<file path="config.mk">
export PLATFORM = sky130hd
export DESIGN_NAME = im_fetch_ctrl
export DESIGN_NICKNAME = d
export VERILOG_FILES = /design/src/rtl/im_fetch_ctrl.sv
export SDC_FILE = /design/constraint.sdc
export NUM_CORES = 1
export LEC_CHECK = 0
export CORE_UTILIZATION = 36
export DETAILED_ROUTE_END_ITERATION = 10
export GPL_TIMING_DRIVEN = 0
export PLACE_DENSITY = 0.78
export SLEW_MARGIN = 25
export SYNTH_ARGS = -nofsm -noshare
export SYNTH_HDL_FRONTEND = slang
export SYNTH_SLANG_ARGS = --single-unit
</file>
<file path="constraint.sdc">
create_clock -name clk -period 1.6 [get_ports clk]
set_input_delay 0.32 -clock clk [delete_from_list [all_inputs] [get_ports clk]]
set_output_delay 0.32 -clock clk [all_outputs]
set_load 0.02 [all_outputs]
</file>
<file path="src/rtl/im_fetch_ctrl.sv">
// Instruction-memory sequencer: the host loader owns the byte-write port in BOOT,
// and the CPU fetch path owns the read address in RUN. Bad fetches latch FAULT.
module im_fetch_ctrl #(
    parameter int MEM_SIZE = 128,
    parameter int AW       = 7
) (
    input  logic          clk,
    input  logic          rst_n,
    input  logic          host_wr_en,
    input  logic [AW-1:0] host_addr,
    input  logic [7:0]    host_data,
    input  logic          host_load_done,
    input  logic          host_reload,
    output logic          host_wr_err,
    output logic [AW:0]   loaded_cnt,
    input  logic          fetch_req,
    input  logic [31:0]   fetch_addr,
    output logic          fetch_ready,
    output logic          fetch_valid,
    output logic [31:0]   fetch_instr,
    output logic          fault,
    output logic [31:0]   im_addr,
    input  logic [31:0]   im_instr,
    output logic          im_we,
    output logic [AW-1:0] im_waddr,
    output logic [7:0]    im_wdata
);

    localparam logic [AW:0] SIZE_W    = MEM_SIZE[AW:0];
    localparam logic [31:0] FETCH_MAX = 32'(MEM_SIZE - 4);

    typedef enum logic [1:0] {S_BOOT, S_RUN, S_FAULT} state_t;

    state_t r_state;
    state_t w_next;
    logic   r_busy;
    logic   w_wr_ok;
    logic   w_good;
    logic   w_accept;

    assign w_wr_ok  = host_wr_en && (r_state == S_BOOT) && ({1'b0, host_addr} < SIZE_W);
    assign w_good   = (fetch_addr[1:0] == 2'b00) && (fetch_addr <= FETCH_MAX);
    assign w_accept = fetch_req && fetch_ready;

    always_ff @(posedge clk or negedge rst_n) begin
        if (!rst_n) r_state <= S_BOOT;
        else        r_state <= w_next;
    end

    // Reload has priority everywhere; it also blocks fetch acceptance.
    always_comb begin
        w_next      = r_state;
        fetch_ready = 1'b0;
        case (r_state)
            S_BOOT: begin
                if (!host_reload && host_load_done) w_next = S_RUN;
            end
            S_RUN: begin
                fetch_ready = !r_busy && !host_reload;
                if (host_reload)            w_next = S_BOOT;
                else if (w_accept && !w_good) w_next = S_FAULT;
            end
            S_FAULT: begin
                if (host_reload) w_next = S_BOOT;
            end
            default: w_next = S_BOOT;
        endcase
    end

    always_ff @(posedge clk or negedge rst_n) begin
        if (!rst_n) begin
            im_we       <= 1'b0;
            im_waddr    <= '0;
            im_wdata    <= '0;
            host_wr_err <= 1'b0;
            loaded_cnt  <= '0;
        end else begin
            im_we       <= w_wr_ok;
            host_wr_err <= host_wr_en && !w_wr_ok;
            if (w_wr_ok) begin
                im_waddr <= host_addr;
                im_wdata <= host_data;
            end
            if (host_reload)
                loaded_cnt <= '0;
            else if (w_wr_ok && (loaded_cnt != SIZE_W))
                loaded_cnt <= loaded_cnt + 1'b1;
        end
    end

    // Fetch pipe: accept registers the address, the next cycle reads memory,
    // and the word is returned the cycle after unless a reload drops it.
    always_ff @(posedge clk or negedge rst_n) begin
        if (!rst_n) begin
            r_busy      <= 1'b0;
            im_addr     <= '0;
            fetch_valid <= 1'b0;
            fetch_instr <= '0;
            fault       <= 1'b0;
        end else begin
            r_busy      <= w_accept && w_good;
            fetch_valid <= r_busy && !host_reload;
            if (w_accept && w_good)     im_addr     <= fetch_addr;
            if (r_busy && !host_reload) fetch_instr <= im_instr;
            if (host_reload)              fault <= 1'b0;
            else if (w_accept && !w_good) fault <= 1'b1;
        end
    end

endmodule
</file>
==> qor.csv, run 1 <==
metric;value;unit
vias in the first global route;2735;
Final Cell Area;5830;um^2
starting density of the core;37.7;%
status;finished with violations;
Synth area leader;dfrtp_1;
HP Class;input pin to asynchronous set/reset pin;
Port Buf Inserts;176;
die width;101;um
Floorplan Core Area;9420;um^2
gate count of the mapped netlist;242;
GP Congestion;0.765;
Crit-path slowest cell;clkdlybuf4s50_1;
sequential area share after synthesis;66.2;%
count of different cell masters after synthesis;35;
drt wl/cell;15.2;um
# DRC;0;
total clock sinks;94;
total grt overflow;0;
Nets;524;
Post-Synth Simple-Gate Area;11.3;%
die area;10300;um^2
synth top area cells;dfrtp_1, mux2_2, nor2b_1;
Synth Area in Compound Gates;1.44;%
Setup Viol. Count Final;33;
Top FF cell, synth;dfrtp_1;
mux share of post-synthesis cell area;16.8;%
Crit path largest cell delay;0.43;ns
Max VDD drop;0.000542;V
Layout Cells excl Fill;570;
Detailed Routing Iterations Pass 1;3;
dpl cell area;5510;um^2
power density cells;855;nW/um^2
clock skew;0.0114;ns
antenna viol nets, final;0;
fin worst setup slack;-0.144;ns
Tcrit/Tclk final;109;%
most common cell after layout, fill and taps aside;dfrtp_1;
Seq. cell area;2350;um^2
WL final;8650;um
Fill cells;771;
fin. max-slew vios;0;
Syn Std Cell Area;3550;um^2
static leakage;3.20;nW
clk root buf;clkbuf_8;
Layout area overhead;64.2;%
max_cap viols;0;
CP arrival;1.97;ns
commonest non-fill, non-tap cells in the layout;dfrtp_1, dlygate4sd2_1, clkdlybuf4s50_1, mux2_2, nor2b_1;
share of post-route cells with drive strength above 1;23.1;%
Multi-input gate area;1220;um^2
number of synthesis warnings;0;
min cycle time layout;1.74;ns
syn_nets;329;
Max Fanout on Critical Path;4;
failing checks;setup timing;
CTS tree;yes;
setup TNS;-2.20;ns
Cells after DPL;548;
std cell rows;35;
Ports;177;
largest family of logic cells by synthesized area;multiplexers;
Worst-path clk slew;0.09;ns
critical-path cell list;clkdlybuf4s50_1 > nor4_2 > nand4_1 > nor3_4 > buf_6 > mux2_4;
Place WS;-0.781;ns
initial antenna violation count;0;
fmax;0.573;GHz
gr usage total;17.1;%
Synth top area share;66.2;%
Worst Setup Start Kind;input pin;
number of synthesized flops with an enable pin;0;
Worst Setup Path Type;input pin to flip-flop;
Final HPWL DP;6310;um
drt first-iter violations;43;
Final Hold Vio Count;0;
critical path endpoint category;flip-flop;
Max-slew headroom;70.4;%
asr flop ratio synth;100;%
largest net degree at the start of global routing;49;
global-route wire length before repair;13500;um
Synth Area in XOR/XNOR;1.73;%
routed via count;2615;
vias per inst;4.59;
H-tree depth;3;
Clock Latency Late Sink;0.34;ns
Max Root-Sink Buffers;2;
fin util;62.0;%
Post-Syn Area per Cell;14.7;um^2
register bit total from synthesis;94;
Chip Height;101;um
RSZ-0062 raised after global routing;true;
Crit path required time;1.82;ns
adder-cell share of the synthesized area;0.704;%
measured slew at the worst slew-check pin;0.444;ns
CTS Buf Count;9;
# diodes;0;
## per-stage QoR
step / total power, mW / hold slack (ns)
floorplan: 2.80 / 0.0244
global placement: 3.25 / 0.468
detailed placement: 3.27 / 0.277
CTS: 5.06 / 0.464
global route: 5.23 / 0.495
finish: 4.99 / 0.474
## timing repair
action,4_1_cts,5_1_grt
gates resized for setup,106,37
endpoints found under the hold margin,47,0
buffers inserted,7,0
setup endpoints to repair,171,67
pin swaps,4,8
hold buffers,1,0
## final cells by class
type | instances | share of cell area [%]
multi-input combinational | 135 | 20.9
clock inverter | 6 | 1.87
timing repair buffer | 185 | 30.7
buffer | 9 | 1.07
sequential | 94 | 40.4
clock buffer | 9 | 2.12
tap | 129 | 2.77
inverter | 3 | 0.193
## worst max-delay path: cells and delay by family
kind	cells	cell delay, ns
buffers and inverters	2	0.59
muxes	1	0.30
and+or+nand+nor	3	0.75
## cells in the mapped netlist, types with 2 or more instances
library cell,n
inv_1,3
a21oi_1,2
ha_1,2
xor2_1,6
nor2b_1,28
dfrtp_1,94
or3_1,2
buf_2,4
nand4_1,3
and2_1,2
mux2_1,2
mux2_2,50
clkbuf_1,4
nor2_1,11
nand3_1,4
nor4_1,6
## report_power, final
group | internal (mW) | total (mW) | switching [mW]
clock | 1.03 | 1.82 | 0.786
sequential | 2.46 | 2.51 | 0.0491
combinational | 0.369 | 0.661 | 0.292
total | 3.86 | 4.99 | 1.13
## state kept, by name (all words and copies together) (netlist names), 2 cells and up
signal,count
fetch_instr,32
loaded_cnt,8
im_waddr,7
im_addr,32
im_wdata,8
r_state,2
## kinds of logic (layout without fill, tap and decap cells)
| family | after synthesis | in the layout |
|---|---|---|
| AO/OA/AOI/OAI | 7 | 7 |
| XOR/XNOR | 7 | 7 |
| adder cells (fa/ha/maj) | 2 | 2 |
| buffers and inverters | 13 | 212 |
| flip-flops | 94 | 94 |
| multiplexers | 53 | 53 |
| AND/OR/NAND/NOR | 66 | 66 |
## per-layer routing
layer  GRT usage (%)  part of all wire [%]  vias to the layer above
met3            4.83                   7.5                       20
met4            6.69                   2.2                        0
met5               0                     0                        -
met2            29.1                    50                      109
met1            20.7                    40                     1265
li1                -                     -                     1221
## path summary, 6_finish.rpt
kind | depth (start not counted) | slack (ns) | endpoint | from
worst max-delay path | 6 | -0.14 | im_addr[2] | fetch_addr[15]
worst min-delay path | 2 | 0.47 | im_wdata[7] | rst_n
worst max register to register | 5 | -0.11 | im_addr[2] | r_busy
worst min register to register | 1 | 0.50 | im_addr[8] | im_addr[8]
max in group asynchronous | 3 | 0.54 | im_addr[2] | rst_n
min in group clk | 1 | 0.50 | im_addr[8] | im_addr[8]
Note: power is estimated with default switching activity, not from simulation.
==> run 2: changes to the inputs <==
- TNS_END_PERCENT: not set -> 1
==> run 2 against run 1 <==
- total power is 2.0% higher
- non-clock buffer count stayed put
- via count is 0.27% higher
- clock skew is 0.0028 ns lower
- sequential power hardly changed
- register-to-register slack worse by 0.07 ns
- sequential cell count stayed put
- hold slack worse by 0.016 ns
- the run still ends with setup timing left
- highest routed layer unchanged
==> qor.csv, run 2 (synthesis gave the netlist of run 1 again) <==
metric;value;unit
switching share of total power;22.4;%
Worst Setup Start Kind;flip-flop;
initial antenna violation count;0;
CTS Buf Count;9;
routed via count;2622;
setup TNS;-3.89;ns
commonest non-fill, non-tap cells in the layout;dfrtp_1, dlygate4sd2_1, clkdlybuf4s50_1, mux2_2, nor2b_1;
min cycle time layout;1.78;ns
Final Hold Vio Count;0;
Max-slew headroom;69.2;%
Nets;524;
antenna viol nets, final;0;
measured slew at the worst slew-check pin;0.462;ns
global-route wire length before repair;13300;um
vias per inst;4.60;
most common cell after layout, fill and taps aside;dfrtp_1;
Worst-path clk slew;0.09;ns
RSZ-0062 raised after global routing;true;
Final Cell Area;5840;um^2
critical path endpoint category;flip-flop;
total grt overflow;0;
std cell rows;35;
Chip Height;101;um
failing checks;setup timing;
largest net degree at the start of global routing;51;
P_sw;1.14;mW
Port Buf Inserts;176;
WL final;8600;um
dpl cell area;5510;um^2
drt first-iter violations;29;
GP Congestion;0.733;
Max VDD drop;0.000503;V
Layout Cells excl Fill;570;
static leakage;3.11;nW
Tcrit/Tclk final;111;%
share of post-route cells with drive strength above 1;22.0;%
Worst Setup SP;r_busy;
Regs by FF count;fetch_instr (32), im_addr (32);
CP arrival;2.01;ns
Combinational Power Share;13.9;%
power density cells;872;nW/um^2
clk root buf;clkbuf_8;
Floorplan Core Area;9420;um^2
Ports;177;
# DRC;0;
Layout area overhead;64.2;%
Worst Setup Path Type;flip-flop to flip-flop;
HP Class;input pin to asynchronous set/reset pin;
Cells after DPL;548;
Crit path required time;1.83;ns
Final HPWL DP;6280;um
status;finished with violations;
vias in the first global route;2656;
clock share of power;36.7;%
max_cap viols;0;
fin. max-slew vios;0;
R2R depth;5;
Max Fanout on Critical Path;4;
Clock Latency Late Sink;0.34;ns
fmax;0.561;GHz
# diodes;0;
die area;10300;um^2
Detailed Routing Iterations Pass 1;4;
Flop pwr share;49.4;%
Hold Slack;0.458;ns
reg-to-reg startpoint;r_busy;
die width;101;um
drt wl/cell;15.1;um
H-tree depth;3;
total clock sinks;94;
clock skew;0.00866;ns
gr usage total;16.9;%
fin worst setup slack;-0.182;ns
internal cell power;3.95;mW
Max Root-Sink Buffers;2;
starting density of the core;37.7;%
Setup Viol. Count Final;43;
CTS tree;yes;
run 2: path summary, 6_finish.rpt:
kind	end	slack [ns]
worst max-delay path	im_addr[6]	-0.18
worst min-delay path	im_addr[15]	0.46
worst max register to register	im_addr[6]	-0.18
worst min register to register	im_addr[4]	0.49
max in group asynchronous	loaded_cnt[6]	0.55
min in group clk	im_addr[4]	0.49
run 2: layout make-up:
class,instances,area (um^2)
fill,778,3580
sequential,94,2350
timing repair buffer,185,1770
multi-input combinational,135,1230
tap,129,161
clock buffer,10,138
clock inverter,5,106
buffer,9,63.8
inverter,3,11.3
run 2: metrics by stage:
step	setup slack, ns	utilization (%)	power, mW
final	-0.182	62.0	5.09
after floorplan	-0.104	-	2.80
after CTS	-0.228	60.5	5.11
after global placement	-3.14	58.2	3.25
after detailed placement	-0.769	58.5	3.27
after global routing	-0.237	62.0	5.33
run 2: layer usage:
layer  track usage (%)  vias up  wire length [um]
li1                  -     1222                 -
met4              6.24        0                70
met3              5.38        8               645
met1              20.4     1295              3540
met5                 0        -                 0
met2              28.3       97              4340
run 2: worst max-delay path, cell delays in order (launching register included):
cell and delay, ns:
dfrtp_1 0.40, nand3b_1 0.19, or3_4 0.36, nor3_4 0.26, buf_6 0.15, mux2_2 0.32
run 2: repair_timing:
item                       in CTS  in global routing
hold buffers                    1                  0
resized for setup             106                 23
hold endpoints to repair       44                  0
setup buffers                   3                  4
pin swaps                       3                  6
setup endpoints to repair     171                 68
run 2: power groups by stage:
stage	Clock, mW	Combinational, mW	Sequential, mW
after CTS	1.93	0.662	2.51
after global placement	0	0.691	2.56
after global routing	2.05	0.758	2.53
after floorplan	0	0.139	2.66
final	1.87	0.706	2.51
after detailed placement	0	0.711	2.56
